===== config.mk =====
export PLATFORM = sky130hd
export DESIGN_NAME = lif_timestep_scheduler
export DESIGN_NICKNAME = d
export VERILOG_FILES = /design/src/rtl/lif_timestep_scheduler.sv
export SDC_FILE = /design/constraint.sdc
export NUM_CORES = 1
export LEC_CHECK = 0
export ABC_AREA = 1
export BUFFER_PORTS_ARGS = -buffer_cell sky130_fd_sc_hd__buf_4
export CORE_ASPECT_RATIO = 1.1
export CORE_UTILIZATION = 50
export DETAILED_ROUTE_END_ITERATION = 8
export GPL_TIMING_DRIVEN = 0
export HOLD_SLACK_MARGIN = 0.02
export PLACE_DENSITY = 0.68
export SYNTH_ARGS = -nofsm -noshare
export SYNTH_HDL_FRONTEND = slang
export SYNTH_SLANG_ARGS = --single-unit
export TNS_END_PERCENT = 10

===== constraint.sdc =====
create_clock -name clk -period 7.1 [get_ports clk]
set_input_delay 0.355 -clock clk [delete_from_list [all_inputs] [get_ports clk]]
set_output_delay 0.355 -clock clk [all_outputs]
set_load 0.01 [all_outputs]

===== src/rtl/lif_timestep_scheduler.sv =====
// Sequences N_NEURONS virtual LIF neurons through one shared update datapath.
// Latency: 2*N_NEURONS+1 cycles per tick; no backpressure, ticks while busy are dropped and flagged sticky in overrun.
module lif_timestep_scheduler #(
    parameter int N_NEURONS = 8,
    parameter int W         = 8,
    parameter int IW        = $clog2(N_NEURONS),
    parameter int RW        = 4
) (
    input  logic                 clk,
    input  logic                 rst,
    input  logic                 tick,
    input  logic [W-1:0]         threshold,
    input  logic [2:0]           leak_shift,
    input  logic [RW-1:0]        refr_period,
    output logic                 cur_req,
    output logic [IW-1:0]        cur_idx,
    input  logic [W-1:0]         cur_in,
    output logic                 spike_valid,
    output logic [IW-1:0]        spike_idx,
    output logic [N_NEURONS-1:0] spike_vec,
    output logic                 done,
    output logic                 busy,
    output logic                 overrun,
    input  logic [IW-1:0]        mem_rd_idx,
    output logic [W-1:0]         mem_rd_data
);

    typedef enum logic [1:0] {IDLE, FETCH, UPDATE, DONE} state_t;

    state_t                 state_q, state_d;
    logic [IW-1:0]          idx_q, idx_d;
    logic [N_NEURONS-1:0]   acc_q, acc_d;
    logic [N_NEURONS-1:0]   spike_vec_q;
    logic [W-1:0]           cur_q;
    logic [W-1:0]           thr_q;
    logic [2:0]             leak_q;
    logic [RW-1:0]          refp_q;
    logic                   spike_valid_q;
    logic [IW-1:0]          spike_idx_q;
    logic                   overrun_q;
    logic [W-1:0]           mem_q  [N_NEURONS];
    logic [RW-1:0]          refr_q [N_NEURONS];

    logic [W-1:0]           mem_cur;
    logic [RW-1:0]          refr_cur;
    logic [W-1:0]           leak_amt;
    logic [W:0]             sum;
    logic [W-1:0]           sat;
    logic                   in_refr;
    logic                   fire;
    logic [W-1:0]           new_mem;
    logic [RW-1:0]          new_refr;

    // Shared datapath for the neuron currently addressed by idx_q.
    always_comb begin
        mem_cur  = mem_q[idx_q];
        refr_cur = refr_q[idx_q];
        in_refr  = (refr_cur != '0);
        leak_amt = (leak_q == 3'd0) ? '0 : (mem_cur >> leak_q);
        sum      = {1'b0, mem_cur - leak_amt} + {1'b0, cur_q};
        sat      = sum[W] ? {W{1'b1}} : sum[W-1:0];
        fire     = !in_refr && (sat >= thr_q);
        new_mem  = (in_refr || fire) ? '0 : sat;
        if (in_refr) begin
            new_refr = refr_cur - 1'b1;
        end else if (fire) begin
            new_refr = refp_q;
        end else begin
            new_refr = '0;
        end
    end

    always_comb begin
        state_d = state_q;
        idx_d   = idx_q;
        acc_d   = acc_q;
        case (state_q)
            IDLE: begin
                if (tick) begin
                    state_d = FETCH;
                    idx_d   = '0;
                    acc_d   = '0;
                end
            end
            FETCH: begin
                state_d = UPDATE;
            end
            UPDATE: begin
                acc_d[idx_q] = acc_q[idx_q] | fire;
                if (idx_q == IW'(N_NEURONS - 1)) begin
                    state_d = DONE;
                end else begin
                    idx_d   = idx_q + 1'b1;
                    state_d = FETCH;
                end
            end
            DONE: begin
                state_d = IDLE;
            end
            default: begin
                state_d = IDLE;
            end
        endcase
    end

    always_ff @(posedge clk or posedge rst) begin
        if (rst) begin
            state_q       <= IDLE;
            idx_q         <= '0;
            acc_q         <= '0;
            spike_vec_q   <= '0;
            cur_q         <= '0;
            thr_q         <= '0;
            leak_q        <= '0;
            refp_q        <= '0;
            spike_valid_q <= 1'b0;
            spike_idx_q   <= '0;
            overrun_q     <= 1'b0;
        end else begin
            state_q <= state_d;
            idx_q   <= idx_d;
            acc_q   <= acc_d;
            if (state_q == IDLE && tick) begin
                thr_q  <= threshold;
                leak_q <= leak_shift;
                refp_q <= refr_period;
            end
            if (state_q == FETCH) begin
                cur_q <= cur_in;
            end
            if (state_q == DONE) begin
                spike_vec_q <= acc_q;
            end
            spike_valid_q <= (state_q == UPDATE) && fire;
            spike_idx_q   <= ((state_q == UPDATE) && fire) ? idx_q : '0;
            if (tick && state_q != IDLE) begin
                overrun_q <= 1'b1;
            end
        end
    end

    always_ff @(posedge clk or posedge rst) begin
        if (rst) begin
            for (int i = 0; i < N_NEURONS; i++) begin
                mem_q[i]  <= '0;
                refr_q[i] <= '0;
            end
        end else if (state_q == UPDATE) begin
            mem_q[idx_q]  <= new_mem;
            refr_q[idx_q] <= new_refr;
        end
    end

    assign cur_req     = (state_q == FETCH);
    assign cur_idx     = idx_q;
    assign spike_valid = spike_valid_q;
    assign spike_idx   = spike_idx_q;
    assign spike_vec   = spike_vec_q;
    assign done        = (state_q == DONE);
    assign busy        = (state_q != IDLE);
    assign overrun     = overrun_q;
    assign mem_rd_data = mem_q[mem_rd_idx];

endmodule


* After elaboration in Yosys (flattened, before gate mapping)
Cells that the tools add are included.
Word-level totals: output and inout port bits 27, register bits 145, input bits 29, word-level logic and storage cells 96
Operators by class: bitwise gates (word level) 3, $add $sub $neg 4, magnitude comparators 6, muxes and demuxes 34, shift operators 1, reductions and logical operators 15, equal/unequal tests 6
Operators with widths (count):
- $mux 8 | 9
- $bwmux 64 | 1
- $bmux 8 s3 | 2
- $bwmux 32 | 1
- $demux 8 s3 | 1
- $mux 4 | 5
- $pmux 8 s2 | 1
- $bmux 4 s3 | 1
- $demux 4 s3 | 1
- $add 8x8->9 | 1
- $mux 3 | 3
- $bwmux 8 | 1
- $ge 4x4->1 const B | 2
- $ge 8x8->1 | 1
- $not 3->4 | 2
- $pmux 2 s4 | 1
- $shr 8x3->8 | 1
- $sub 8x8->8 | 1
- $logic_and 1x1->1 | 6
- $pmux 3 s2 | 1
- $eq 2x2->1 const B | 2
- $lt 3x4->1 const B | 1
- $lt 4x1->1 const B | 1
- $mux 2 | 2
- 18 further kinds | 21

* Logic depth before layout (Yosys ltp)
Gate-level depths: netlist of run 1.
depth in word-level cells 14, depth in mapped cells 39

* Least setup slack after synthesis of run 1
Ideal clock, no wire load.
path kind reg-to-reg, start point register idx_q[0] (netlist: cur_idx[0]), end point register mem_q[46] (netlist name), arrival 4979 ps, stages on the path, launching flop included 36, slack 2039 ps, clock period less this slack 5061 ps, required time 7017 ps, path through dfrtp_1 > buf_6 > buf_6 > buf_2 > o21ai_0 > nand2_1 > nand2_1 > nand2_1 > nand3_1 > nand2_1 > nand2_1 > nand3_1 > nand2_1 > ha_1 > inv_1 > fa_1 > nand3_1 > nand2_1 > nand2_1 > nand2_1 > a21oi_1 > xnor2_1 > ha_1 > nand2_1 > nor3_1 > a21oi_2 > nand3_1 > ha_1 > nand2_1 > inv_1 > nor3_1 > nand3_1 > nor2_8 > buf_6 > nand3_1 > o21ai_0
Between the ends: longest elaborated chain between the ends 14, elaborated cells between the ends (all ways) 24
RTL lines:
- from (decl) | RTL line 31 | logic [IW-1:0] idx_q, idx_d;
- from (signal assigned) | RTL line 121 | idx_q <= idx_d;
- $not 3->4 (not written as such) * | RTL line 56, 57, 149
- $bmux 8 s3 | RTL line 56 | mem_cur = mem_q[idx_q];
- $mux 8 (not written as such) (2 in a row) | RTL line 56
- $shr 8x3->8 | RTL line 59 | leak_amt = (leak_q == 3'd0) ? '0 : (mem_cur >> leak_q);
- $mux 8 | RTL line 59
- $sub 8x8->8 | RTL line 60 | sum = {1'b0, mem_cur - leak_amt} + {1'b0, cur_q};
- $add 8x8->9 | RTL line 60
- $mux 8 | RTL line 61 | sat = sum[W] ? {W{1'b1}} : sum[W-1:0];
- $ge 8x8->1 | RTL line 62 | fire = !in_refr && (sat >= thr_q);
- $logic_and 1x1->1 | RTL line 62
- $logic_or 1x1->1 | RTL line 63 | new_mem = (in_refr || fire) ? '0 : sat;
- $mux 8 | RTL line 63
- $bwmux 64 * | RTL line 149 | mem_q[idx_q] <= new_mem;
- to (signal, indexed assignment) | RTL line 149
- to (decl) | RTL line 41 | logic [W-1:0] mem_q [N_NEURONS];
Every way passes the cells marked *; elsewhere a longest branch is shown, timed or not. The select of a mux whose other input is x is not followed. A chain may end at the register's enable or synchronous reset.

* Worst setup path after layout of run 1
start point register idx_q[1] (netlist: cur_idx[1]), end point register acc_q[7]
Between the ends: longest elaborated chain between the ends 14, elaborated cells between the ends (all ways) 26
RTL lines:
- $not 3->4 (not written as such) | RTL line 56, 57
- $bmux 8 s3 | RTL line 56
- $mux 8 (not written as such) (2 in a row) | RTL line 56
- $shr 8x3->8 | RTL line 59
- $mux 8 | RTL line 59
- $sub 8x8->8 | RTL line 60
- $add 8x8->9 | RTL line 60
- $mux 8 | RTL line 61
- $ge 8x8->1 | RTL line 62
- $logic_and 1x1->1 | RTL line 62
- $or 1x1->1 | RTL line 89 | acc_d[idx_q] = acc_q[idx_q] | fire;
- $bwmux 8 * | RTL line 89
- $pmux 8 s2 * | RTL line 77 | case (state_q)
- to (signal assigned) | RTL line 110 | acc_q <= '0;
- to (signal assigned) | RTL line 122 | acc_q <= acc_d;
- to (decl) | RTL line 32 | logic [N_NEURONS-1:0] acc_q, acc_d;
Marks and branches as above.

==> summary.md, run 1 <==
| Metric | Value |
|---|---|
| Fin cells | `1,467` |
| DR vias/cell | `5.50` |
| # DRC | `0` |
| Top post-synthesis cells by area | `dfrtp_1, nand2_1, nand3_1` |
| Setup Skew | `between 0.01 and 0.015 ns` |
| Distinct cells, synth | `39` |
| Antenna Nets Post-Route | `0` |
| Routed wire length | `between 20,000 and 30,000 microns` |
| Syn nets | `1,232` |
| Async SR Flop Fraction | `1.00` |
| CTS max path bufs | `2` |
| Slew Viols, Final | `0` |
| Slowest CP cell | `ha_1` |
| Outcome | `finished, final reports clean` |
| FF+latch count, synth | `145` |
| Critical path class | `flop to flop` |
| Worst Max-Slew Pin Slew | `0.620 ns` |
| Hold Vio Cnt, Final | `0` |
| Ant. Diodes | `0` |
| Starting Density | `0.517` |
| First-pass GRT wire length | `40,400 microns` |
| Worst-skew pair later-pin latency | `0.43 ns` |
| Critical Path RT | `7.39 ns` |
| Drt wl/cell | `around 17 microns` |
| Width of the die | `approximately 130 microns` |
| Sequential share of the synthesized area | `0.424` |
| Yosys warns | `0` |
| Die area | `17,600 sq um` |
| Die Ht | `between 100 and 150 microns` |
| Cell Rows | `49` |
| Max-cap violations | `0` |
| Synth Instances | `between 1,000 and 1,500` |
| CTS buffer count | `17` |
| Ratio of cells with drive above 1 in the final layout | `0.117` |
| Tcrit/Tclk final | `0.905` |
| # setup viols final | `0` |
| Clock sink total | `145` |
| Final min period | `6.42 ns` |
| Synth area leader | `dfrtp_1` |
| H-tree Lvls | `4` |
| DP HPWL | `18,400 microns` |
| Crit-path most repeated cell | `nand2_1` |
| Worst Setup End Kind | `flop` |
| Fmax | `156 MHz` |
| RSZ-0062 raised after global routing | `no` |
| Total grt overflow | `0` |
| CP Max Fanout | `10` |
| Worst hold path type | `input pin to async pin` |
| CTS tree | `done` |
| Main synth FF type | `dfrtp_1` |
| Relative slew slack | `0.587` |
| NumNets Final | `1,307` |
| Top cells by count, synth | `nand2_1, dfrtp_1, inv_1` |
| Synthesized cell area | `8550 sq um` |
| Area grow syn2layout | `16.3%` |
| Clock Pin Slew Worst Setup and Hold Paths | `0.06 ns` |
| Largest net degree at the start of global routing | `82` |
| Port-buffer cells | `55` |
| Pre-antenna DRT Iters | `5` |
| Total GRT Usage | `0.301` |
| Root Driver | `clkbuf_16` |
| I/O pin count | `56` |
| Crit path DAT | `6.71 ns` |
| Area of the core | `between 15,000 and 20,000 sq um` |
| # hold bufs at CTS | `0` |
| Sum Neg Setup Slack | `0 ns` |
| Vias in the first global route | `7,451` |
| Post-synth EDFFs | `0` |
| Vias | `8,070` |
| Slowest stage delay, CP | `~0.43 ns` |
| Initial antenna violation count | `0` |
| Syn Area/Cell | `7.28 sq um` |
| Top-count cell post-synth | `nand2_1` |
| Initial DRC Count | `between 800 and 900` |
| Crit start category | `flop` |
| Inst Count DP | `1,435` |
| Synth top area share | `0.424` |
| Placer Congestion | `0.944` |
## layout by cell type (no fill, tap or decap), drive strengths merged, types with 3 or more instances in the layout
| cell type | Yosys | final |
|---|---|---|
| o31ai | 4 | 4 |
| nor3 | 3 | 3 |
| or2 | 3 | 3 |
| nor2 | 49 | 49 |
| o21ai | 131 | 131 |
| inv | 139 | 141 |
| nand3 | 120 | 120 |
| ha | 26 | 26 |
| xor2 | 5 | 5 |
| clkinv | 3 | 7 |
| o22ai | 3 | 3 |
| dfrtp | 145 | 145 |
| buf | 31 | 87 |
| bufinv | 0 | 6 |
| nand2 | 409 | 409 |
| a31oi | 11 | 11 |
| o211ai | 17 | 17 |
| a21oi | 45 | 45 |
| clkbuf | 21 | 41 |
## what timing repair did
item,CTS,global route
setup endpoints to repair,0,15
buffers inserted,0,0
resized for setup,0,3
## critical path: cells and delay by family, from the launching register on
kind / cells / cell delay (ns)
AO/OA/AOI/OAI: 7 / 1.11
XOR/XNOR: 1 / 0.20
adder cells (fa/ha/maj): 3 / 1.06
buffers and inverters: 6 / 0.74
flip-flops: 1 / 0.41
AND/OR/NAND/NOR: 19 / 2.76
## per-layer routing
layer,up-vias,track usage,share of wire
li1,3937,-,-
met4,0,0.105,0.022
met3,36,0.0482,0.073
met1,3784,0.417,0.45
met2,313,0.482,0.46
met5,-,0,0
## kinds of logic after synthesis
group | count (synthesis) | share of synthesized area
buf+inv | 194 | 0.102
flops | 145 | 0.424
simple gates | 587 | 0.289
xor+xnor | 7 | 0.00717
compound gates | 214 | 0.136
fa+ha+maj | 28 | 0.0427
## metrics by stage
stage                util  setup slack (ns)  hold slack [ns]  area [sq um]
CTS                 0.600             0.560           0.0418          9930
detailed placement  0.559             0.621            0.446          9250
global route        0.601            0.0768           0.0641          9940
global placement    0.557             0.587            0.440          9220
floorplan               -              2.04            0.442          8550
finish              0.601             0.678           0.0164          9940
## registers in the layout (all words and copies together) (netlist names)
signal,count
mem_q,64
spike_valid,1
acc_q,8
refr_q,32
spike_idx,3
spike_vec,8
state_q,2
thr_q,8
cur_q,8
overrun,1
cur_idx,3
refp_q,4
leak_q,3
## final timing paths
path | start | endpoint | slack [ns] | cells after the start
setup / recovery | cur_idx[1]$_DFFE_PP0P_ | acc_q[7]$_DFFE_PP0P_ | 0.68 | 36
hold / removal | rst | spike_vec[2]$_DFFE_PP0P_ | 0.02 | 2
setup reg to reg | cur_idx[1]$_DFFE_PP0P_ | acc_q[7]$_DFFE_PP0P_ | 0.68 | 36
hold reg to reg | overrun$_DFFE_PP0P_ | overrun$_DFFE_PP0P_ | 0.46 | 1
max in group asynchronous | rst | cur_q[6]$_DFFE_PP0P_ | 6.26 | 3
min in group clk | refr_period[3] | refp_q[3]$_DFFE_PP0P_ | 0.11 | 3
## final cells by class
cell class | instances | area (sq um)
Buffer | 52 | 329
Clock buffer | 20 | 447
Clock inverter | 12 | 229
Fill cell | 1543 | 6610
Inverter | 142 | 546
Multi-Input combinational cell | 836 | 4070
Sequential cell | 145 | 3630
Tap cell | 204 | 255
Timing Repair Buffer | 56 | 440
Power of run 1 is left out: the tool's default activity adds up to more than one toggle a clock period on the data nets, which glitch-free logic cannot reach.
==> run 2: changes to the inputs <==
--- a/config.mk
+++ b/config.mk
@@ -8,11 +8,14 @@
 export ABC_AREA = 1
 export BUFFER_PORTS_ARGS = -buffer_cell sky130_fd_sc_hd__buf_4
 export CORE_ASPECT_RATIO = 1.1
+export CORE_MARGIN = 10
 export CORE_UTILIZATION = 50
 export DETAILED_ROUTE_END_ITERATION = 8
+export GPL_ROUTABILITY_DRIVEN = 1
 export GPL_TIMING_DRIVEN = 0
 export HOLD_SLACK_MARGIN = 0.02
 export PLACE_DENSITY = 0.68
+export RECOVER_POWER = 25
 export SYNTH_ARGS = -nofsm -noshare
 export SYNTH_HDL_FRONTEND = slang
 export SYNTH_SLANG_ARGS = --single-unit
==> summary.md, run 2 (same netlist as run 1, synthesis figures left out) <==
| Metric | Value |
|---|---|
| Outcome | `finished with violations (was finished, final reports clean)` |
| Failing checks | `max-capacitance violations, max-slew violations` |
| Ratio of cells with drive above 1 in the final layout | `0.116 (was 0.117)` |
| Crit-path most repeated cell | `nand2_1 (unchanged)` |
| Finished Cell Area | `9800 sq um (was 9940 sq um)` |
| First-pass GRT wire length | `41,500 microns (was 40,400 microns)` |
| Root Driver | `clkbuf_16 (unchanged)` |
| Vias | `8,098 (was 8,070)` |
| DR vias/cell | `5.51 (was 5.50)` |
| Area of the core | `16,900 sq um (was 16,600 sq um)` |
| Total GRT Usage | `0.236 (was 0.301)` |
| Port-buffer cells | `55 (unchanged)` |
| Setup Skew | `0.00656 ns (was 0.0101 ns)` |
| Worst-skew pair later-pin latency | `0.43 ns (about the same)` |
| Critical Path RT | `7.45 ns (was 7.39 ns)` |
| Crit path DAT | `6.91 ns (was 6.71 ns)` |
| NumNets Final | `1,307 (unchanged)` |
| Fmax | `153 MHz (was 156 MHz)` |
| Area grow syn2layout | `14.6% (was 16.3%)` |
| Total grt overflow | `0 (unchanged)` |
| Ant. Diodes | `0 (unchanged)` |
| Die Ht | `157 microns (was 139 microns)` |
| Hold Path End | `cur_q[1]$_DFFE_PP0P_` |
| Core Util, Final | `0.580 (was 0.601)` |
| DP HPWL | `19,000 microns (was 18,400 microns)` |
| CP Max Fanout | `10 (unchanged)` |
| Initial antenna violation count | `0 (unchanged)` |
| Slowest stage delay, CP | `0.58 ns (was 0.43 ns)` |
| Worst hold path type | `input pin to flop (was input pin to async pin)` |
| Drt wl/cell | `17.5 microns (was 17.2 microns)` |
| I/O pin count | `56 (unchanged)` |
| Most frequent cells in the layout | `nand2_1, dfrtp_1, inv_1 (unchanged)` |
| Hold-critical path depth | `3` |
| Clock sink total | `145 (unchanged)` |
| Cts repair resizes | `0 (unchanged)` |
| Relative slew slack | `-1.73 (was 0.587)` |
| # setup viols final | `0 (unchanged)` |
| Leading cell type in the layout, fill and taps excluded | `nand2_1 (unchanged)` |
| Die area | `22,700 sq um (was 17,600 sq um)` |
| CTS buffer count | `17 (unchanged)` |
| Pre-antenna DRT Iters | `6 (was 5)` |
| Initial DRC Count | `798 (was 827)` |
| # DRC | `0 (unchanged)` |
| Slowest CP cell | `nand3_1 (was ha_1)` |
| Placed Area | `9260 sq um (was 9250 sq um)` |
| # hold bufs at CTS | `0 (unchanged)` |
| Crit start category | `flop (unchanged)` |
| Antenna Nets Post-Route | `0 (unchanged)` |
| Critical path class | `flop to flop (unchanged)` |
| Worst Setup End Kind | `flop (unchanged)` |
| Cell Rows | `50 (was 49)` |
| CTS max path bufs | `2 (unchanged)` |
| Top Registers | `mem_q: 64 flops, refr_q: 32 flops (unchanged)` |
| Max-cap violations | `2 (was 0)` |
| Largest Register | `mem_q (unchanged)` |
| Final min period | `6.56 ns (was 6.42 ns)` |
| Largest net degree at the start of global routing | `77 (was 82)` |
| Vias in the first global route | `7,770 (was 7,451)` |
| Hold_sp | `cur_in[1]` |
| Worst Reg2Reg Path Length in Cells | `34 (was 36)` |
| Max FFs per register | `64 (unchanged)` |
| H-tree Lvls | `4 (unchanged)` |
| Routed wire length | `25,800 microns (was 25,200 microns)` |
| Worst Max-Slew Pin Slew | `4.09 ns (was 0.620 ns)` |
| Width of the die | `145 microns (was 127 microns)` |
| Tcrit/Tclk final | `0.923 (was 0.905)` |
| Reg-to-Reg End | `mem_q[46]$_DFFE_PP0P_ (was acc_q[7]$_DFFE_PP0P_)` |
| CTS tree | `done (unchanged)` |
| RSZ-0062 raised after global routing | `no (unchanged)` |
| Sum Neg Setup Slack | `0 ns (unchanged)` |
| Placer Congestion | `0.957 (was 0.944)` |
| Hold Vio Cnt, Final | `0 (unchanged)` |
| Fillers | `1,615 (was 1,543)` |
| Clock Pin Slew Worst Setup and Hold Paths | `0.06 ns (about the same)` |
| FF-to-FF Start | `cur_idx[1]$_DFFE_PP0P_ (unchanged)` |
| Reg2reg setup slack | `0.54 ns (was 0.68 ns)` |
| Postcts setup bufs | `0 (unchanged)` |
| Starting Density | `0.506 (was 0.517)` |
| Slew Viols, Final | `148 (was 0)` |
[run 2: cell types whose count changed in the layout (fill, tap and decap cells not counted), moves of 3 or more]
cell,before,now
bufinv_16,6,1
clkinvlp_4,0,5
nand3_1,116,119
nand3_2,4,1
[run 2: layout make-up]
| cell class | instances | area (sq um) | share of cell area |
|---|---|---|---|
| repair buffers | 56 | 417 | 0.0425 |
| clock inverters | 14 | 134 | 0.0137 |
| clock buffers | 18 | 439 | 0.0448 |
| multi-input cells | 836 | 4060 | 0.414 |
| inverters | 142 | 542 | 0.0553 |
| well taps | 208 | 260 | 0.0265 |
| flip-flops and latches | 145 | 3630 | 0.370 |
| plain buffers | 52 | 329 | 0.0336 |
[run 2: layer usage]
metal  share of wire  track usage
met5               0            0
met4           0.028       0.0872
met3           0.073       0.0473
met2            0.47        0.377
met1            0.43        0.311
[run 2: critical path, delay by kind of cell (launching register included)]
kind	cells	cell delay, ns
adder cells (fa/ha/maj)	3	1.14
AND/OR/NAND/NOR	17	2.77
buffers and inverters	6	0.91
AO/OA/AOI/OAI	7	1.03
flip-flops	1	0.41
XOR/XNOR	1	0.19
[run 2: worst max path at each step]
stage | start | endpoint | slack (ns) | cells past startpoint
2_1_floorplan | cur_idx[0]$_DFFE_PP0P_ | mem_q[46]$_DFFE_PP0P_ | 2.04 | 35
3_5_place_dp | cur_idx[2]$_DFFE_PP0P_ | mem_q[51]$_DFFE_PP0P_ | 0.67 | 32
6_report | cur_idx[1]$_DFFE_PP0P_ | mem_q[46]$_DFFE_PP0P_ | 0.54 | 34
3_3_place_gp | cur_idx[2]$_DFFE_PP0P_ | mem_q[46]$_DFFE_PP0P_ | 0.62 | 32
4_1_cts | cur_idx[2]$_DFFE_PP0P_ | mem_q[46]$_DFFE_PP0P_ | 0.62 | 32
5_1_grt | cur_idx[2]$_DFFE_PP0P_ | mem_q[54]$_DFFE_PP0P_ | 0.06 | 32
[run 2: through the flow]
stage	cells	hold slack, ns	setup slack (ns)
2_1_floorplan	1175	0.442	2.04
3_3_place_gp	1438	0.441	0.617
3_5_place_dp	1439	0.447	0.672
4_1_cts	1471	0.0666	0.621
5_1_grt	1471	0.122	0.0606
6_report	1471	0.113	0.543
Power of run 2 is left out for the same reason.
